**config.mk**
```make
export PLATFORM = sky130hd
export DESIGN_NAME = reg_write_arbiter
export DESIGN_NICKNAME = d
export VERILOG_FILES = /design/src/rtl/reg_write_arbiter.sv
export SDC_FILE = /design/constraint.sdc
export NUM_CORES = 1
export LEC_CHECK = 0
export CAP_MARGIN = 15
export CORE_MARGIN = 1
export CORE_UTILIZATION = 47
export CTS_CLUSTER_SIZE = 20
export DETAILED_ROUTE_END_ITERATION = 12
export HOLD_SLACK_MARGIN = 0.03
export PLACE_DENSITY = 0.82
export RECOVER_POWER = 50
export SYNTH_ARGS = -nofsm -noshare
export SYNTH_HDL_FRONTEND = slang
export SYNTH_SLANG_ARGS = --single-unit
```
**constraint.sdc**
```tcl
create_clock -name CLK -period 4.22 [get_ports CLK]
set_input_delay 0.633 -clock CLK [delete_from_list [all_inputs] [get_ports CLK]]
set_output_delay 0.633 -clock CLK [all_outputs]
set_load 0.01 [all_outputs]
```
**src/rtl/reg_write_arbiter.sv**
```systemverilog
// Shares the register file's single write port between a primary (A) and a deferred (B) writeback requester.
// Optional forwarding of queued data instead of hazard stalls: define REGARB_FWD_EN.
module reg_write_arbiter #(
    parameter int DEPTH = 2,
    parameter int DW    = 32,
    parameter int AW    = 4
) (
    input  logic          CLK,
    input  logic          RESET,
    input  logic          A_Valid,
    input  logic [AW-1:0] A_Addr,
    input  logic [DW-1:0] A_Data,
    input  logic          B_Valid,
    input  logic [AW-1:0] B_Addr,
    input  logic [DW-1:0] B_Data,
    output logic          B_Ready,
    input  logic [AW-1:0] ReadAddr1,
    input  logic [AW-1:0] ReadAddr2,
    output logic          Hazard1,
    output logic          Hazard2,
    output logic          Stall,
`ifdef REGARB_FWD_EN
    output logic          FwdValid1,
    output logic [DW-1:0] FwdData1,
    output logic          FwdValid2,
    output logic [DW-1:0] FwdData2,
`endif
    output logic          WriteEnable,
    output logic [AW-1:0] WriteAddr,
    output logic [DW-1:0] WriteData,
    output logic [3:0]    Pending
);

    localparam int            PW      = (DEPTH > 1) ? $clog2(DEPTH) : 1;
    localparam logic [AW-1:0] PC_ADDR = '1;
    localparam logic [3:0]    DEPTH_L = 4'(DEPTH);

    logic [AW-1:0]    r_addr [DEPTH];
    logic [DW-1:0]    r_data [DEPTH];
    logic [DEPTH-1:0] r_valid;
    logic [DEPTH-1:0] r_live;
    logic [PW-1:0]    r_head;
    logic [PW-1:0]    r_tail;
    logic [3:0]       r_count;

    logic             w_a_active;
    logic             w_empty;
    logic             w_pop;
    logic             w_b_fire;
    logic             w_bypass;
    logic             w_push;
    logic [DEPTH-1:0] w_kill;
    logic [DEPTH-1:0] w_hit1;
    logic [DEPTH-1:0] w_hit2;

    function automatic logic [PW-1:0] next_ptr(input logic [PW-1:0] p);
        return (p == PW'(DEPTH - 1)) ? '0 : p + 1'b1;
    endfunction

    // An A write to the PC never reaches the register file, so it leaves the port free for the queue.
    assign w_a_active = A_Valid & (A_Addr != PC_ADDR);
    assign w_empty    = (r_count == 4'd0);
    assign B_Ready    = (r_count < DEPTH_L) & ~RESET;
    assign w_pop      = ~w_a_active & ~w_empty & ~RESET;
    assign w_b_fire   = B_Valid & B_Ready;
    assign w_bypass   = ~w_a_active & w_empty & w_b_fire;
    assign w_push     = w_b_fire & ~w_bypass;
    assign Pending    = r_count;

    generate
        for (genvar gi = 0; gi < DEPTH; gi++) begin : g_slot
            assign w_kill[gi] = w_a_active & r_valid[gi] & r_live[gi] & (r_addr[gi] == A_Addr);
            assign w_hit1[gi] = r_valid[gi] & r_live[gi] & (r_addr[gi] == ReadAddr1) & (ReadAddr1 != PC_ADDR);
            assign w_hit2[gi] = r_valid[gi] & r_live[gi] & (r_addr[gi] == ReadAddr2) & (ReadAddr2 != PC_ADDR);
        end
    endgenerate

    always_ff @(posedge CLK) begin
        if (w_push) begin
            r_addr[r_tail] <= B_Addr;
            r_data[r_tail] <= B_Data;
        end
    end

    always_ff @(posedge CLK or posedge RESET) begin
        if (RESET) begin
            r_valid <= '0;
            r_live  <= '0;
            r_head  <= '0;
            r_tail  <= '0;
            r_count <= '0;
        end else begin
            // Older queued writes to A's register would clobber the newer value; neutralise them.
            r_live <= r_live & ~w_kill;
            if (w_pop) begin
                r_valid[r_head] <= 1'b0;
                r_head          <= next_ptr(r_head);
            end
            if (w_push) begin
                r_valid[r_tail] <= 1'b1;
                r_live[r_tail]  <= (B_Addr != PC_ADDR);
                r_tail          <= next_ptr(r_tail);
            end
            case ({w_push, w_pop})
                2'b10:   r_count <= r_count + 4'd1;
                2'b01:   r_count <= r_count - 4'd1;
                default: r_count <= r_count;
            endcase
        end
    end

    always_comb begin
        WriteEnable = 1'b0;
        WriteAddr   = '0;
        WriteData   = '0;
        if (RESET) begin
            WriteEnable = 1'b0;
        end else if (w_a_active) begin
            WriteEnable = 1'b1;
            WriteAddr   = A_Addr;
            WriteData   = A_Data;
        end else if (w_pop) begin
            WriteEnable = r_live[r_head];
            WriteAddr   = r_addr[r_head];
            WriteData   = r_data[r_head];
        end else if (w_bypass) begin
            WriteEnable = (B_Addr != PC_ADDR);
            WriteAddr   = B_Addr;
            WriteData   = B_Data;
        end
    end

`ifdef REGARB_FWD_EN
    logic [PW-1:0] w_ord [DEPTH];

    // w_ord[k] is the slot holding the k-th oldest entry; walking it oldest-first leaves the youngest match.
    generate
        for (genvar gi = 0; gi < DEPTH; gi++) begin : g_ord
            logic [PW:0] w_sum;
            assign w_sum     = {1'b0, r_head} + (PW + 1)'(gi);
            assign w_ord[gi] = (w_sum >= (PW + 1)'(DEPTH)) ? PW'(w_sum - (PW + 1)'(DEPTH)) : PW'(w_sum);
        end
    endgenerate

    always_comb begin
        FwdValid1 = 1'b0;
        FwdData1  = '0;
        FwdValid2 = 1'b0;
        FwdData2  = '0;
        for (int k = 0; k < DEPTH; k++) begin
            if (w_hit1[w_ord[k]]) begin
                FwdValid1 = 1'b1;
                FwdData1  = r_data[w_ord[k]];
            end
            if (w_hit2[w_ord[k]]) begin
                FwdValid2 = 1'b1;
                FwdData2  = r_data[w_ord[k]];
            end
        end
    end

    assign Hazard1 = 1'b0;
    assign Hazard2 = 1'b0;
    assign Stall   = B_Valid & ~B_Ready & ~RESET;
`else
    assign Hazard1 = (|w_hit1) & ~RESET;
    assign Hazard2 = (|w_hit2) & ~RESET;
    assign Stall   = (Hazard1 | Hazard2 | (B_Valid & ~B_Ready)) & ~RESET;
`endif

endmodule

```
==> run summary <==
The flow ran to the end, and the final reports show no timing, DRC or antenna violations. Switching power total: 0.789 mW. The final routed wirelength across all metal layers is 11.5 mm, and the initial detailed-routing violation count is 238. The tools report the capturing element type of the critical path as an output port.

The total area inside the core boundary comes to 0.00876 mm². The first detailed-routing pass took 5 iterations. Summed over all failing endpoints, the final setup total negative slack is 0 ps. The run gives 0.563 as the sequential area share after synthesis. The worst-case reg-to-reg path depth works out to 4. Setup repair after global routing left no endpoint under its margin. The mapped netlist covers 0.00429 mm². The tools report the maximum number of pins on one net before global-route repair as 50. The final layout contains 589 nets. The height of the die works out to 97.5 µm.

The worst register-to-register path has a setup slack of 1160 ps. The run gives 2 as the worst-case clock buffer depth. The final-report hold violation count was 0; the top-level I/O count was 129.

The run gives 0 as the number of setup violations in the final report. The total of buffers placed on input and output ports is 128, and the antenna violation net count after detailed routing is 0. Endpoint of the lowest-slack register-to-register path: r_data[0][20].

For the proportion of power drawn by the clock network, the log shows 0.209. The initial antenna violation count is 1. The worst-margin pin slew was 1310 ps. The worst hold path begins at Pending[3].

The run gives 0.665 as the final core utilization. For the worst slew margin relative to its limit, the log shows 0.126. The top cell type's share of synthesized area is 0.504, and the remaining design rule violation count is 0.

TritonCTS built the clock tree. The run gives 8.45 ps as the final worst clock skew. Global routing finished with a remaining overflow of 0. The switching power as a share of total power works out to 0.338. Dividing the detail-routed via count by the number of cells gives 5.98.

The run gives 0 as the count of cells resized by post-cts repair. The minimum clock period after layout was 3850 ps; the row count was 34. The die outline area is 0.00951 mm², and the flip-flop and latch count after synthesis is 82.

The floorplan step set the die width to 97.5 µm. The run gives 556 ps as the post-place setup slack. Among all flip-flop cells after synthesis, the most frequent one is edfxtp_1. The number of clock buffers added by TritonCTS is 9. The share of synthesized registers carrying an async set or reset came out at 0.122. Worst-case hold path end point: Pending[3].

The total nets after synthesis is 473. The run gives 0.489 as the initial standard-cell utilization of the core. Data on the critical path is required at its endpoint by 3590 ps. In this run the critical register-to-register path is launched from Pending[1].

In the synthesized netlist, the number of instances is 386. The number of violations of the max-capacitance limit is 0, and the final instance area is 0.00583 mm². The synthesized design contains 72 enable-type register cells. The leakage dissipation is 2.04 nW, and the instance count along the most critical hold path is 1. Mean instance size in the synthesized netlist: 11.1 µm². The type of the most critical hold path was reg2reg. Power spread over the standard cell area amounts to 401 mW/mm². The internal power of the cells totals 1.55 mW.

Summing all placed instances gives a cell area of 0.00567 mm². The critical path is of the reg2out type. The number of global-route vias before repair came out at 3693. The run gives 0.872 as the weighted congestion at the end of routability-driven global placement.

The max-slew violation count is 0. Sequential cell fraction of total power: 0.449. Clock tree synthesis found a total of 82 sinks. After synthesis, the cell types taking the most area are edfxtp_1, a311oi_1, dfrtp_1.

Synthesis instantiated 40 different standard cells from the library. The share of final-layout standard cells stronger than drive strength 1 came out at 0.0593. The H-tree was split into 3 levels. Across all setup checks in the final design, the least slack found is 369 ps. Static timing analysis puts the maximum clock frequency at 260 MHz. The largest driver fanout on the critical path is 40, and the total routing resource utilization after global routing is 0.246. The final route contains 3677 vias.

IR analysis of the VDD net gives a maximum drop of 0.259 mV. The routed wire length per instance works out to 18.7 µm. The area growth from synthesis to layout is 36.0%. The tools report the root buffer selected by CTS as clkbuf_8. The number of warning messages in the yosys log is 0. The cell type with the highest aggregate area in the netlist was edfxtp_1.

The tools report the hold buffer count at cts as 0. CTS clock-pin slew for the worst setup and hold paths: 80 ps. The clock reaches the later pin of the worst-skew pair after 350 ps. The finished layout holds 615 standard cells, fillers aside. The placed cell count was 599; the detailed-placement wirelength estimate was 7.95 mm.

The tools report the logic gate share of total power as 0.342. The first global-routing pass estimated 18.5 mm of wire. The number of setup buffers added after CTS is 0. The tools report the startpoint type of the worst setup path as a flip-flop.

The smallest hold slack came out at 514 ps. The period utilization is 0.913, and the sum of internal, switching and leakage power is 2.34 mW. The data arrival at the endpoint of the critical path was 3220 ps.
-- synthesized netlist by cell type (all sizes together) (6+ instances only) --
| library cell | instances |
|---|---|
| a21oi | 7 |
| a311oi | 32 |
| a31oi | 36 |
| and3 | 32 |
| buf | 17 |
| clkbuf | 15 |
| dfrtp | 10 |
| edfxtp | 72 |
| nand2 | 36 |
| nand3 | 12 |
| nand4 | 6 |
| nor2 | 39 |
| nor3 | 6 |
| o21ai | 8 |
| xnor2 | 15 |
| xor2 | 16 |
-- kinds of logic after synthesis --
group           count (synthesis)  synth area share
buf+inv                        35            0.0385
flops                          82             0.563
simple gates                  140             0.166
xor+xnor                       31            0.0633
compound gates                 92             0.154
fa+ha+maj                       3           0.00876
mux                             3           0.00730
-- layout by cell type, fill, tap and decap left out, types with 2 or more instances in the layout --
cell / n
a211oi_1: 2
a21oi_1: 7
a311oi_1: 32
a31oi_1: 36
a41o_1: 2
and3_1: 32
buf_12: 3
buf_4: 6
clkbuf_8: 9
clkdlybuf4s50_1: 86
clkinvlp_4: 3
dfrtp_1: 10
dlygate4sd3_1: 41
edfxtp_1: 72
ha_1: 3
inv_1: 3
mux2i_1: 2
nand2_1: 35
nand3_1: 12
nand4_1: 6
nor2_1: 38
nor3_1: 5
o21ai_0: 8
xnor2_1: 15
xor2_1: 16
-- how the worst max path moves through the flow --
stage,to,cells past startpoint,start,slack [ps]
floorplan,r_addr[0][0],4,B_Valid,980
global route,r_data[0][15],6,A_Addr[2],110
global placement,WriteData[31],7,A_Addr[2],740
finish,WriteData[15],6,Pending[0],370
CTS,WriteData[15],7,Pending[1],320
detailed placement,WriteData[15],7,A_Addr[2],560
-- layer usage --
| layer | up-vias | wire (µm) | track usage |
|---|---|---|---|
| met5 | - | 0 | 0 |
| met4 | 0 | 193 | 0.0701 |
| met3 | 16 | 634 | 0.0482 |
| met2 | 146 | 5600 | 0.404 |
| met1 | 1788 | 5080 | 0.334 |
| li1 | 1727 | - | - |
-- flip-flops by register name (all words and copies together) (netlist names) --
name     flops
r_valid      2
r_live       2
r_data      64
r_tail       1
r_addr       8
r_head       1
Pending      4
-- final cells by class --
| class | instances | area, µm² |
|---|---|---|
| inverters | 3 | 11.3 |
| multi-input cells | 269 | 1720 |
| fillers | 662 | 2930 |
| well taps | 108 | 135 |
| clock inverters | 6 | 43.8 |
| repair buffers | 137 | 1380 |
| clock buffers | 9 | 124 |
| diodes | 1 | 2.50 |
| flip-flops and latches | 82 | 2410 |
-- power by group through the flow --
stage | Sequential [mW] | Combinational [mW] | Clock, mW
after global placement | 1.06 | 0.791 | 0
after detailed placement | 1.07 | 0.811 | 0
after global routing | 1.06 | 0.869 | 0.531
final | 1.05 | 0.798 | 0.489
after CTS | 1.05 | 0.814 | 0.496
after floorplan | 1.04 | 0.479 | 0
-- critical path, cell delays in order (launching register included) --
cell and delay, ps:
dfrtp_1 620, nor2_8 230, nor3_4 540, buf_4 390, nand2_1 100, a311oi_1 330, clkdlybuf4s50_1 640
No activity file was read; power rests on OpenSTA's default activity.
